### src/rtl/mips_pkg.sv
// rtl/mips_pkg.sv - shared MIPS pipeline types and constants for fetch and hazard logic
package mips_pkg;

   typedef enum logic [1:0] {
      PC_SEQ    = 2'b00,
      PC_BRANCH = 2'b01,
      PC_JUMP   = 2'b10
   } pc_src_t;

   // sll $0,$0,0
   localparam logic [31:0] NOP_INST = 32'h0000_0000;

   localparam logic [5:0] OP_BEQ  = 6'b000100;
   localparam logic [5:0] OP_BNE  = 6'b000101;
   localparam logic [5:0] OP_JUMP = 6'b000010;

endpackage

### src/rtl/if_stage_if.sv
// rtl/if_stage_if.sv - instruction memory fetch port between if_stage and imem
interface if_stage_if;

   logic [31:0] imem_addr;
   logic [31:0] imem_rdata;

   modport master (
      output imem_addr,
      input  imem_rdata
   );

   modport slave (
      input  imem_addr,
      output imem_rdata
   );

endinterface

### src/rtl/if_stage_if_id_reg.sv
// rtl/if_stage_if_id_reg.sv - IF/ID pipeline register; stall holds, flush inserts a bubble
module if_id_reg
   import mips_pkg::*;
#(
   parameter logic [31:0] NOP_INST = mips_pkg::NOP_INST
) (
   input  logic        clk,
   input  logic        rst,
   input  logic        write_en,
   input  logic        flush,
   input  logic [31:0] fetch_inst,
   input  logic [31:0] fetch_pc_plus4,
   output logic [31:0] id_inst,
   output logic [31:0] id_pc_plus4,
   output logic        id_valid
);

   // A stall outranks a flush so the branch re-evaluates once the stall clears.
   always_ff @(posedge clk) begin
      if (rst) begin
         id_inst     <= NOP_INST;
         id_pc_plus4 <= 32'h0;
         id_valid    <= 1'b0;
      end else if (!write_en) begin
         id_inst     <= id_inst;
         id_pc_plus4 <= id_pc_plus4;
         id_valid    <= id_valid;
      end else if (flush) begin
         id_inst     <= NOP_INST;
         id_pc_plus4 <= 32'h0;
         id_valid    <= 1'b0;
      end else begin
         id_inst     <= fetch_inst;
         id_pc_plus4 <= fetch_pc_plus4;
         id_valid    <= 1'b1;
      end
   end

endmodule

### src/rtl/if_stage.sv
// rtl/if_stage.sv - fetch stage: PC, next-PC select, IF/ID register
// Optional performance counters enabled by defining IF_PERF_CNT_EN.
module if_stage
   import mips_pkg::*;
#(
   parameter logic [31:0] RESET_PC = 32'h0000_0000,
   parameter logic [31:0] NOP_INST = mips_pkg::NOP_INST
) (
   input  logic          clk,
   input  logic          rst,
   input  logic          pc_ld,
   input  logic          IF_ID_write,
   input  logic          flush,
   input  logic [1:0]    pc_src,
   input  logic [31:0]   branch_target,
   input  logic [25:0]   jump_index,
   if_stage_if.master    imem,
   output logic [31:0]   pc,
   output logic [31:0]   IF_ID_inst,
   output logic [31:0]   IF_ID_pc_plus4,
   output logic          IF_ID_valid,
   output logic [31:0]   stall_cnt,
   output logic [31:0]   flush_cnt
);

   logic [31:0] pc_q;
   logic [31:0] pc_plus4;
   logic [31:0] next_pc;

   assign pc_plus4       = pc_q + 32'd4;
   assign pc             = pc_q;
   assign imem.imem_addr = pc_q;

   // Jump region comes from the jump's own PC+4, which sits in IF/ID while it decodes.
   always_comb begin
      next_pc = pc_plus4;
      case (pc_src)
         PC_BRANCH: next_pc = branch_target;
         PC_JUMP:   next_pc = {IF_ID_pc_plus4[31:28], jump_index, 2'b00};
         default:   next_pc = pc_plus4;
      endcase
   end

   always_ff @(posedge clk) begin
      if (rst) begin
         pc_q <= RESET_PC;
      end else if (pc_ld) begin
         pc_q <= next_pc;
      end
   end

   if_id_reg #(
      .NOP_INST (NOP_INST)
   ) u_if_id_reg (
      .clk            (clk),
      .rst            (rst),
      .write_en       (IF_ID_write),
      .flush          (flush),
      .fetch_inst     (imem.imem_rdata),
      .fetch_pc_plus4 (pc_plus4),
      .id_inst        (IF_ID_inst),
      .id_pc_plus4    (IF_ID_pc_plus4),
      .id_valid       (IF_ID_valid)
   );

`ifdef IF_PERF_CNT_EN
   logic [31:0] stall_q;
   logic [31:0] flush_q;

   // Only flushes that actually reach IF/ID are counted; both counters saturate.
   always_ff @(posedge clk) begin
      if (rst) begin
         stall_q <= 32'h0;
         flush_q <= 32'h0;
      end else begin
         if (!pc_ld && stall_q != 32'hFFFF_FFFF) begin
            stall_q <= stall_q + 32'd1;
         end
         if (flush && IF_ID_write && flush_q != 32'hFFFF_FFFF) begin
            flush_q <= flush_q + 32'd1;
         end
      end
   end

   assign stall_cnt = stall_q;
   assign flush_cnt = flush_q;
`else
   assign stall_cnt = 32'h0;
   assign flush_cnt = 32'h0;
`endif

endmodule

### src/flat_wrapper.sv
// flat-port wrapper written by rule: the top's interface ports become plain ports
module if_stage_flat import mips_pkg::*;
#(
   parameter logic [31:0] RESET_PC = 32'h0000_0000,
   parameter logic [31:0] NOP_INST = mips_pkg::NOP_INST
)
  (clk, rst, pc_ld, IF_ID_write, flush, pc_src, branch_target, jump_index, pc, IF_ID_inst, IF_ID_pc_plus4, IF_ID_valid, stall_cnt, flush_cnt, imem_imem_addr, imem_imem_rdata);
  if_stage_if imem_i ();
  input  logic clk;
  input  logic rst;
  input  logic pc_ld;
  input  logic IF_ID_write;
  input  logic flush;
  input  logic [1:0] pc_src;
  input  logic [31:0] branch_target;
  input  logic [25:0] jump_index;
  output logic [31:0] pc;
  output logic [31:0] IF_ID_inst;
  output logic [31:0] IF_ID_pc_plus4;
  output logic IF_ID_valid;
  output logic [31:0] stall_cnt;
  output logic [31:0] flush_cnt;
  output wire logic [$bits(imem_i.imem_addr)-1:0] imem_imem_addr;
  input wire logic [$bits(imem_i.imem_rdata)-1:0] imem_imem_rdata;
  assign imem_imem_addr = imem_i.imem_addr;
  assign imem_i.imem_rdata = imem_imem_rdata;
  if_stage #(.RESET_PC(RESET_PC), .NOP_INST(NOP_INST)) u_core (.clk(clk), .rst(rst), .pc_ld(pc_ld), .IF_ID_write(IF_ID_write), .flush(flush), .pc_src(pc_src), .branch_target(branch_target), .jump_index(jump_index), .imem(imem_i), .pc(pc), .IF_ID_inst(IF_ID_inst), .IF_ID_pc_plus4(IF_ID_pc_plus4), .IF_ID_valid(IF_ID_valid), .stall_cnt(stall_cnt), .flush_cnt(flush_cnt));
endmodule
### config.mk
export PLATFORM = sky130hd
export DESIGN_NAME = if_stage_flat
export DESIGN_NICKNAME = d
export VERILOG_FILES = /design/src/rtl/mips_pkg.sv /design/src/rtl/if_stage_if.sv /design/src/rtl/if_stage_if_id_reg.sv /design/src/rtl/if_stage.sv /design/src/flat_wrapper.sv
export SDC_FILE = /design/constraint.sdc
export NUM_CORES = 1
export LEC_CHECK = 0
export CAP_MARGIN = 0
export CORE_ASPECT_RATIO = 0.8
export CORE_UTILIZATION = 35
export DETAILED_ROUTE_END_ITERATION = 7
export GPL_ROUTABILITY_DRIVEN = 0
export PLACE_DENSITY_LB_ADDON = 0.3
export SETUP_SLACK_MARGIN = 0.15
export SLEW_MARGIN = 0
export SYNTH_ARGS = -nofsm -noshare
export SYNTH_HDL_FRONTEND = slang
export SYNTH_SLANG_ARGS = --single-unit
### constraint.sdc
create_clock -name clk -period 2.4 [get_ports clk]
set_input_delay 0.48 -clock clk [delete_from_list [all_inputs] [get_ports clk]]
set_output_delay 0.48 -clock clk [all_outputs]
set_load 0.02 [all_outputs]
==> metrics.log <==
INFO  metric run_status = completed
INFO  metric vias_in_the_first_global_route = 4885
INFO  metric post_synth_num_cell_types = 58
INFO  metric synthesis.area_per_instance = 8.274 um2
INFO  metric seq_area_frac_synth = 0.3451
INFO  metric fp.dieH = 115.4 um
INFO  metric grt_overflow = 0
INFO  metric crit_path_cell_trace = clkdlybuf4s50_1 -> inv_1 -> ha_1 -> nand3_2 -> or4_1 -> or4_1 -> a31oi_1
INFO  metric ff_latch_area = 1942 um2
INFO  metric dp_worst_setup_slack = -0.1042 ns
INFO  metric floorplan.initialDensity = 0.3573
INFO  metric worst_pin_slew = 0.5931 ns
INFO  metric number_of_cells_in_the_design_after_placement = 1089
INFO  metric post-cts-setup-buffer-count = 0
INFO  metric ys_top_cells_by_area = dfxtp_1 (35%), buf_4 (13%), a21oi_1 (5.2%), nor2_1 (5.2%), a22o_1 (4.8%)
INFO  metric ir_worst_vdd = 340.7 uV
INFO  metric syn-cell-area = 5627 um2
INFO  metric area_growth = 43.96%
INFO  metric antenna_left = 0
INFO  metric antenna_found_initial = 2
INFO  metric cts_sinks = 97
INFO  metric worstPathArrival = 2.44 ns
INFO  metric htreeDepth = 3
INFO  metric synthCells = 680
INFO  metric clock-skew-final = 0.003953 ns
INFO  metric final_hold_viol_count = 0
INFO  metric via_count = 5397
INFO  metric grt_first_pass_wirelength = 26810 um
INFO  metric path_delay_family = simple AND/OR/NAND/NOR gates
INFO  metric drt_iter0_drc = 374
INFO  metric dp_hpwl = 13010 um
INFO  metric critical_path_peak_fanout = 3
INFO  metric cts_inserted_buffers = 9
INFO  metric slew_headroom = 0.6046
INFO  metric grt_setup_unrepaired = false
INFO  metric power_after_layout = 4.051 mW
INFO  metric clk_transition_reported_paths = 0.07 ns
INFO  metric postCtsHoldBufs = 0
INFO  metric synth_edf_count = 0
INFO  metric powerDensity = 500.1 nW/um2
INFO  metric critical-path-max-stage-delay = 0.48 ns
INFO  metric final_cell_count_no_fill = 1105
INFO  metric viasPerCell = 4.884
INFO  metric floorplan.die.width = 143.8 um
INFO  metric synth_async_sr_flop_share = 0
INFO  metric yosys_register_bits = 97
INFO  metric core = 15750 um2
INFO  metric boundaryPins = 290
INFO  metric timing.critical_path.buf_inv = 2
INFO  metric report.final.setup_viol = 0
INFO  metric setup_slack = 0.2356 ns
INFO  metric die_area = 16590 um2
INFO  metric post-route-period-util = 0.9018
INFO  metric setup.worst_path.class = primary input to flip-flop
INFO  metric min_path_type = flip-flop to flip-flop
INFO  metric filler_cell_count = 1567
INFO  metric warning_count_from_the_yosys_run = 0
INFO  metric final_nets = 985
INFO  metric final_period_minus_worst_setup_slack = 2.164 ns
INFO  metric crit_top_cell = or4_1
INFO  metric multi_input_area = 2903 um2
INFO  metric slowest_stage = clkdlybuf4s50_1
INFO  metric drt-wirelength-per-cell = 15.89 um
INFO  metric primary_ff_master_synth = dfxtp_1
INFO  metric remaining_drc_errors = 0
INFO  metric slew_viol_final = 0
INFO  metric total_routing_usage_reported_by_global_routing = 0.2096
INFO  metric worst_hold_slack = 0.4701 ns
INFO  metric grt_max_degree = 52
INFO  metric worstRegToRegCells = 5
INFO  metric cellLeakagePower = 3.083 nW
INFO  metric worst_ep_required_time = 2.67 ns
INFO  metric fmaxAchievable = 462.0 MHz
INFO  metric max_cap_viol_count = 0
INFO  metric post-synth-top-area-fraction = 0.3451
INFO  metric critical_path_depth = 7
INFO  metric clkLatencyLatePin = 0.34 ns
INFO  metric hold_path_depth = 2
INFO  metric first_pass_iters = 4
INFO  metric final_layout_size_suffix_gt1_frac = 0.08876
INFO  metric ctsRootBufferMaster = clkbuf_16
INFO  metric cts_resized = 0
INFO  metric timing.critical_path.from_type = primary input
INFO  metric postRouteWirelength = 17560 um
INFO  metric critPathCaptureType = flip-flop
INFO  metric yosysTopAreaCell = dfxtp_1
INFO  metric cts_tree = yes
INFO  metric clockBufferDepth = 2
INFO  metric placement_rows = 41
INFO  metric buffer_ports.inserted = 225
INFO  metric num_antenna_cells = 0
[registers in the layout, summed over array words and instances (netlist names)]
signal,flops
u_core.imem.imem_addr,32
u_core.u_if_id_reg.id_inst,32
u_core.u_if_id_reg.id_pc_plus4,32
u_core.u_if_id_reg.id_valid,1
[report_power, final]
group / switching [mW] / total [mW] / internal, mW
Combinational: 0.519 / 0.961 / 0.442
Sequential: 0.0454 / 1.71 / 1.67
Clock: 0.645 / 1.38 / 0.733
Total: 1.21 / 4.05 / 2.84
[final cells by class]
| type | instances | area share |
|---|---|---|
| inverters | 15 | 0.006951 |
| multi-input cells | 488 | 0.3584 |
| clock inverters | 6 | 0.005406 |
| repair buffers | 274 | 0.3268 |
| flip-flops and latches | 97 | 0.2397 |
| clock buffers | 10 | 0.02950 |
| well taps | 215 | 0.03321 |
[cell usage in the layout (no fill, tap or decap), types with 12 or more instances in the layout]
cell	n
clkdlybuf4s50_1	223
dfxtp_1	97
nor2_1	78
conb_1	64
a21oi_1	59
buf_4	46
nor2b_1	36
a22o_1	31
nand2_1	29
a22oi_1	18
nand3_1	17
xnor2_1	15
o21ai_0	14
inv_1	13
xor2_1	12
[synth_stat cells, types with 6 or more instances]
library cell,instances
a21oi_1,59
a32oi_1,7
nor2b_1,37
inv_1,13
nand3_1,17
xor2_1,12
dfxtp_1,97
o32ai_1,6
nand2_1,29
o22ai_1,6
o21ai_0,14
nand4_1,7
a22oi_1,18
clkbuf_1,35
nor2_1,78
a22o_1,31
xnor2_1,15
nor3_1,9
buf_4,97
mux2i_1,6
[worst paths after layout]
check                                 startpoint  slack [ns]                            endpoint
setup / recovery                       pc_src[0]        0.24           u_core.imem.imem_addr[24]
hold / removal    u_core.u_if_id_reg.id_inst[30]        0.47      u_core.u_if_id_reg.id_inst[30]
setup reg to reg       u_core.imem.imem_addr[11]        0.29  u_core.u_if_id_reg.id_pc_plus4[24]
hold reg to reg   u_core.u_if_id_reg.id_inst[30]        0.47      u_core.u_if_id_reg.id_inst[30]
[routing by layer]
layer,vias up,share of wire,track usage
met4,2,0.0093,0.04752
li1,2645,-,-
met2,203,0.44,0.3220
met5,-,0.00074,0
met3,13,0.080,0.05914
met1,2534,0.47,0.2897
[logic make-up after synthesis]
group	share of synthesized area
simple gates	0.2059
mux	0.01067
compound gates	0.2066
flops	0.3451
fa+ha+maj	0.006672
other cells	0.0006665
buf+inv	0.1823
xor+xnor	0.04203
[tightest hold or removal path: stages, from the launching register on]
cell	delay (ns)
dfxtp_1	0.31
nand2b_1	0.06
a21oi_1	0.05
[per-stage QoR]
step | TNS, ns | cell area, um2 | utilization
4_1_cts | 0 | 8100 | 0.5143
5_1_grt | 0 | 8100 | 0.5143
2_1_floorplan | 0 | 5863 | -
6_report | 0 | 8100 | 0.5143
3_5_place_dp | -0.1378 | 7818 | 0.4964
3_3_place_gp | -0.09109 | 7818 | 0.4964
No activity file was read; power rests on OpenSTA's default activity.
